<file path="config.mk">
export PLATFORM = sky130hd
export DESIGN_NAME = pipelined_rca_adder
export DESIGN_NICKNAME = d
export VERILOG_FILES = /design/src/rtl/pipelined_rca_adder.sv
export SDC_FILE = /design/constraint.sdc
export NUM_CORES = 1
export LEC_CHECK = 0
export CAP_MARGIN = 0
export CORE_MARGIN = 2
export CORE_UTILIZATION = 48
export CTS_CLUSTER_DIAMETER = 120
export DETAILED_ROUTE_END_ITERATION = 10
export MAX_ROUTING_LAYER = met4
export PLACE_DENSITY = 0.83
export SLEW_MARGIN = 15
export SYNTH_ARGS = -nofsm -noshare
export SYNTH_HDL_FRONTEND = slang
export SYNTH_SLANG_ARGS = --single-unit
export TNS_END_PERCENT = 30
</file>
<file path="constraint.sdc">
create_clock -name clk -period 4.15 [get_ports clk]
set_clock_uncertainty 0.05 [all_clocks]
set_input_delay 0.83 -clock clk [delete_from_list [all_inputs] [get_ports clk]]
set_output_delay 0.83 -clock clk [all_outputs]
set_load 0.05 [all_outputs]
</file>
<file path="src/rtl/pipelined_rca_adder.sv">
// Pipelined ripple-carry adder/subtractor with valid/ready handshakes.
// The operands are split into CHUNK-bit slices. Each stage ripples one slice
// as it loads and registers the carry for the next stage. The last stage's
// registers drive sum/cout/ovf directly.
module pipelined_rca_adder #(
    parameter int unsigned WIDTH = 16,
    parameter int unsigned CHUNK = 4
) (
    input  logic             clk,
    input  logic             rst_n,
    input  logic             in_valid,
    output logic             in_ready,
    input  logic [WIDTH-1:0] a,
    input  logic [WIDTH-1:0] b,
    input  logic             cin,
    input  logic             sub,
    output logic             out_valid,
    input  logic             out_ready,
    output logic [WIDTH-1:0] sum,
    output logic             cout,
    output logic             ovf
);

    localparam int unsigned STAGES = WIDTH / CHUNK;

    // Chain of full-adder cells. Returns {carry into MSB cell, carry out, sum}.
    function automatic logic [CHUNK+1:0] ripple(input logic [CHUNK-1:0] x,
                                                 input logic [CHUNK-1:0] y,
                                                 input logic             ci);
        logic [CHUNK-1:0] s;
        logic             c;
        logic             c_msb;
        s     = '0;
        c     = ci;
        c_msb = ci;
        for (int i = 0; i < int'(CHUNK); i++) begin
            c_msb = c;
            s[i]  = x[i] ^ y[i] ^ c;
            c     = (x[i] & y[i]) | (c & (x[i] ^ y[i]));
        end
        return {c_msb, c, s};
    endfunction

    // Per-stage state: valid bit, operands (a and the effective b), partial
    // result, and the carry out of the slice this stage has computed.
    logic [STAGES-1:0]            valid_q;
    logic [STAGES-1:0][WIDTH-1:0] a_q;
    logic [STAGES-1:0][WIDTH-1:0] b_q;
    logic [STAGES-1:0][WIDTH-1:0] s_q;
    logic [STAGES-1:0]            c_q;
    logic                         ovf_q;

    logic [STAGES:0]              ready;
    logic [STAGES-1:0]            valid_src;
    logic [STAGES-1:0]            c_src;
    logic [STAGES-1:0]            c_d;
    logic [STAGES-1:0]            cm_d;
    logic [STAGES-1:0][WIDTH-1:0] a_src;
    logic [STAGES-1:0][WIDTH-1:0] b_src;
    logic [STAGES-1:0][WIDTH-1:0] s_src;
    logic [STAGES-1:0][WIDTH-1:0] s_d;

    // Ready ripples combinationally upstream from out_ready; empty stages always accept
    always_comb begin
        ready         = '0;
        ready[STAGES] = out_ready;
        for (int k = int'(STAGES) - 1; k >= 0; k--) begin
            ready[k] = !valid_q[k] || ready[k+1];
        end
    end

    // What each stage would load: stage 0 takes the transformed inputs, others the stage before
    always_comb begin
        valid_src    = '0;
        c_src        = '0;
        a_src        = '0;
        b_src        = '0;
        s_src        = '0;
        valid_src[0] = in_valid;
        a_src[0]     = a;
        b_src[0]     = sub ? ~b : b;
        c_src[0]     = sub | cin;
        for (int k = 1; k < int'(STAGES); k++) begin
            valid_src[k] = valid_q[k-1];
            a_src[k]     = a_q[k-1];
            b_src[k]     = b_q[k-1];
            s_src[k]     = s_q[k-1];
            c_src[k]     = c_q[k-1];
        end
    end

    // Each stage ripples its own slice on the way into its registers
    always_comb begin
        s_d  = s_src;
        c_d  = '0;
        cm_d = '0;
        for (int k = 0; k < int'(STAGES); k++) begin
            {cm_d[k], c_d[k], s_d[k][k*int'(CHUNK) +: CHUNK]} =
                ripple(a_src[k][k*int'(CHUNK) +: CHUNK], b_src[k][k*int'(CHUNK) +: CHUNK],
                       c_src[k]);
        end
    end

    // Stage registers: a stage loads when ready, otherwise holds everything unchanged
    always_ff @(posedge clk or negedge rst_n) begin
        if (!rst_n) begin
            valid_q <= '0;
            a_q     <= '0;
            b_q     <= '0;
            s_q     <= '0;
            c_q     <= '0;
            ovf_q   <= 1'b0;
        end else begin
            for (int k = 0; k < int'(STAGES); k++) begin
                if (ready[k]) begin
                    valid_q[k] <= valid_src[k];
                    if (valid_src[k]) begin
                        a_q[k] <= a_src[k];
                        b_q[k] <= b_src[k];
                        s_q[k] <= s_d[k];
                        c_q[k] <= c_d[k];
                    end
                end
            end
            if (ready[STAGES-1] && valid_src[STAGES-1]) begin
                ovf_q <= cm_d[STAGES-1] ^ c_d[STAGES-1];
            end
        end
    end

    // Operand slices that have already been consumed are dead
    logic unused_dead;
    assign unused_dead = ^{a_q, b_q, a_src, b_src, cm_d};

    assign in_ready  = ready[0];
    assign out_valid = valid_q[STAGES-1];
    assign sum       = s_q[STAGES-1];
    assign cout      = c_q[STAGES-1];
    assign ovf       = ovf_q;

endmodule

</file>
## Word level (Yosys, flattened, before mapping)

Index checks and enable logic that the tools add are counted.
W data, S select, Z words.

- Mux-type cells: 1
- Bitwise gates (word level): 83
- Reductions and logical operators: 13

Operators with widths:

| cell | count |
|---|---|
| $xor A1 B1 Y1 | 33 |
| $and A1 B1 Y1 | 32 |
| $or A1 B1 Y1 | 17 |
| $mux W16 | 1 |
| $not A16 Y16 | 1 |
| $reduce_and A2 Y1 | 4 |
| $logic_not A1 Y1 | 4 |
| $logic_or A1 B1 Y1 | 4 |
| $logic_and A1 B1 Y1 | 1 |

- Register bits after elaboration: 145
- Input port bits: 38
- Logic and storage cells: 116

## Logic depth before layout (Yosys ltp)

- Depth in word-level cells: 11
- Mapped depth: 9
- Depth with buffers taken out: 9

## Least setup slack after synthesis

Ideal clock, no wire load.

- Path type: input-to-reg
- From: input port sub
- To: register s_q, in the netlist s_d[19]
- Library setup time: 0.125 ns
- Data arrival time: 3.253 ns
- Slack: 0.722 ns
- Stages on the path: 9
- Buffers on the path: 2
- Cells stage by stage: buf_2 buf_2 xnor2_1 fa_1 fa_1 fa_1 inv_1 fa_1 mux2_2

RTL lines:

| item | RTL line | RTL |
|---|---|---|
| from (decl) | 16 | `input logic sub,` |
| to (signal, indexed assignment) | 120 | `s_q[k] <= s_d[k];` |
| to (decl) | 49 | `logic [STAGES-1:0][WIDTH-1:0] s_q;` |

## Final worst setup path

- From: input port out_ready
- To: output port in_ready

- Cells in the longest elaborated chain, start to end: 4

RTL lines:

| item | RTL line | RTL |
|---|---|---|
| from (decl) | 18 | `input logic out_ready,` |
| $logic_or A1 B1 Y1 (4 in a row) | 68 | `ready[k] = !valid_q[k] \|\| ready[k+1];` |
| to (decl) | 12 | `output logic in_ready,` |

No other way between the ends.

==> impl_metrics.env <==
export IMPL_worstPathArrival_ns=2.56
export IMPL_fmax_ghz=0.2905
export IMPL_postRouteAntennaNets=0
export IMPL_vias=2319
export IMPL_clk_latency_ns=0.36
export IMPL_track_usage=0.1693
export IMPL_route_detailed_drc=0
export IMPL_cp_top_family="buffers and inverters"
export IMPL_yosys_cell_types_count=20
export IMPL_yosysWarnings=0
export IMPL_synth_edf_count=0
export IMPL_first_iter_violations=124
export IMPL_drive_above_1_share=0.2740
export IMPL_gp_congestion=0.7403
export IMPL_ctsHoldBuffers=0
export IMPL_grt_antenna_before_repair=0
export IMPL_finalCritPeriodShare=0.8295
export IMPL_dp_slack_ns=0.4330
export IMPL_post_route_util=0.5871
export IMPL_fin_tns_setup_ns=0
export IMPL_die_area_um2=9588
export IMPL_clock_sinks=97
export IMPL_min_period_ns=3.442
export IMPL_cellPowerDensity_nw_per_um2=651.3
export IMPL_start_kind="input pin"
export IMPL_routed_wl_um=6927
export IMPL_leakage_nw=2.273
export IMPL_multi_input_area_um2=1607
export IMPL_maxSlewHeadroom=0.3502
export IMPL_netlist_area_um2=4234
export IMPL_grt_first_pass_wirelength_um=12360
export IMPL_worst_endpoint_required_ns=3.27
export IMPL_syn2layout_area_growth_pct=19.74
export IMPL_ios=58
export IMPL_hpwl_um=5102
export IMPL_rows=34
export IMPL_grt_pass1_vias=2511
export IMPL_synth_flop_cell="dfrtp_1"
export IMPL_hold_path_class="reg2reg"
export IMPL_slew_violations=0
export IMPL_seq_area_um2=2427
export IMPL_synth_common_cells="dfrtp_1, mux2_2, inv_1"
export IMPL_cts_root_buf="clkbuf_8"
export IMPL_hold_viol=0
export IMPL_async_reset_ff_frac=1.000
export IMPL_crit_type="in2out"
export IMPL_clkSlewWorstSetupHoldPaths_ns=0.10
export IMPL_post_cts_buffers=0
export IMPL_gr_total_overflow=0
export IMPL_drt_vias_per_instance=5.019
export IMPL_synth_top_area_frac=0.5733
export IMPL_outcome="finished, final reports clean"
export IMPL_grt_setup_unrepaired="false"
export IMPL_yosysMostFrequentCell="dfrtp_1"
export IMPL_setup_ws_ns=0.7078
export IMPL_initial_core_util=0.4903
export IMPL_end_kind="output port"
export IMPL_drt_first_pass_iters=4
export IMPL_yosysTopAreaCell="dfrtp_1"
export IMPL_cp_max_fo=8
export IMPL_synth_area_top_cells="dfrtp_1, mux2_2, fa_1"
export IMPL_ys_seq_area_frac=0.5733
export IMPL_cts_buffer_depth=2
export IMPL_maxCapViolCount=0
export IMPL_n_fill_cell=674
export IMPL_ir_drop_mv=0.2610
export IMPL_fp_dieH_um=97.92
export IMPL_htreeDepth=3
export IMPL_die_x_um=97.92
export IMPL_core_area_um2=8636
export IMPL_syn_avg_cell_area_um2=14.65
export IMPL_setup_viol=0
export IMPL_diodes=0
export IMPL_cts_resized=0
export IMPL_worst_slew_pin_transition_ns=0.9724
export IMPL_netlist_instances=289
export IMPL_portBuffers=57
export IMPL_yosys_register_bits=97
export IMPL_crit_buf_inv=2
export IMPL_cp_common_cell="clkdlybuf4s50_1"
export IMPL_max_stage_delay_ns=0.81
export IMPL_synth_nets=343
export IMPL_fin_nets=403
export IMPL_grt_start_max_net_pins=73
export IMPL_wl_per_cell_um=14.99
export IMPL_cts_tree="built"
export IMPL_slowest_stage="clkdlybuf4s50_1"
export IMPL_cts_buffers_inserted=9
export IMPL_crit_chain="clkdlybuf4s50_1, and4b_1, nand2_1, clkdlybuf4s50_1"
-- cell families (layout without fill, tap and decap cells) --
logic type | Yosys count | after routing | synth area share
buf+inv | 46 | 111 | 0.04905
compound gates | 13 | 13 | 0.01684
xor+xnor | 17 | 17 | 0.03516
fa+ha+maj | 16 | 16 | 0.07565
flops | 97 | 97 | 0.5733
mux | 87 | 87 | 0.2326
simple gates | 13 | 13 | 0.01743
-- cell usage in the layout (no fill, tap or decap), drive strengths merged --
cell,netlist,final
clkbuf,0,9
nand3b,1,1
mux2i,11,11
fa,16,16
nand2,5,5
xor2,11,11
and4b,1,1
clkinv,0,4
inv,35,36
nor2,1,1
xnor2,6,6
dfrtp,97,97
buf,11,4
o21ai,12,12
clkdlybuf4s50,0,56
nand2b,4,4
a21boi,1,1
nand4b,1,1
mux2,76,76
clkinvlp,0,2
-- sequential cells by signal, summed over array words and instances (netlist names) --
name and flops:
b_q 24, c_q 4, sum 16, a_q 24, ovf 1, s_d 24
valid_q 4
-- per-stage QoR --
step | cell area, µm² | power (mW) | hold slack, ns | instances
global placement | 4891 | 2.716 | 0.4334 | 446
global route | 5070 | 3.531 | 0.4764 | 462
finish | 5070 | 3.302 | 0.4474 | 462
detailed placement | 4891 | 2.796 | 0.4372 | 446
CTS | 5070 | 3.346 | 0.4531 | 462
floorplan | 4234 | 2.354 | 0.4160 | 289
-- layout make-up --
| type | count | share of cell area |
|---|---|---|
| multi-input cells | 146 | 0.3169 |
| flip-flops and latches | 97 | 0.4788 |
| well taps | 108 | 0.02665 |
| clock inverters | 7 | 0.01086 |
| inverters | 35 | 0.02591 |
| repair buffers | 60 | 0.1165 |
| clock buffers | 9 | 0.02443 |
-- report_power, final --
part / switching (mW) / internal, mW / leakage, nW
sequential: 0.193 / 1.29 / 1.14
clock: 0.335 / 0.222 / 0.0858
combinational: 0.676 / 0.590 / 1.05
total: 1.20 / 2.10 / 2.27
-- path summary, 6_finish.rpt --
path	endpoint	startpoint	cells after the start	slack (ns)
max	in_ready	out_ready	4	0.71
min	s_d[49]	s_d[33]	1	0.45
max reg2reg	ovf	a_q[44]	9	1.86
min reg2reg	s_d[49]	s_d[33]	1	0.45
max in group asynchronous	c_q[1]	rst_n	2	2.67
min in group asynchronous	s_d[37]	rst_n	1	0.54
-- metal layers --
layer	track usage	up-vias	wire, µm
li1	-	1070	-
met1	0.2196	1192	3112
met2	0.2582	43	3415
met3	0.03006	14	197
met4	0.08547	0	201
met5	-	-	0
No activity file was read; power rests on OpenSTA's default activity.
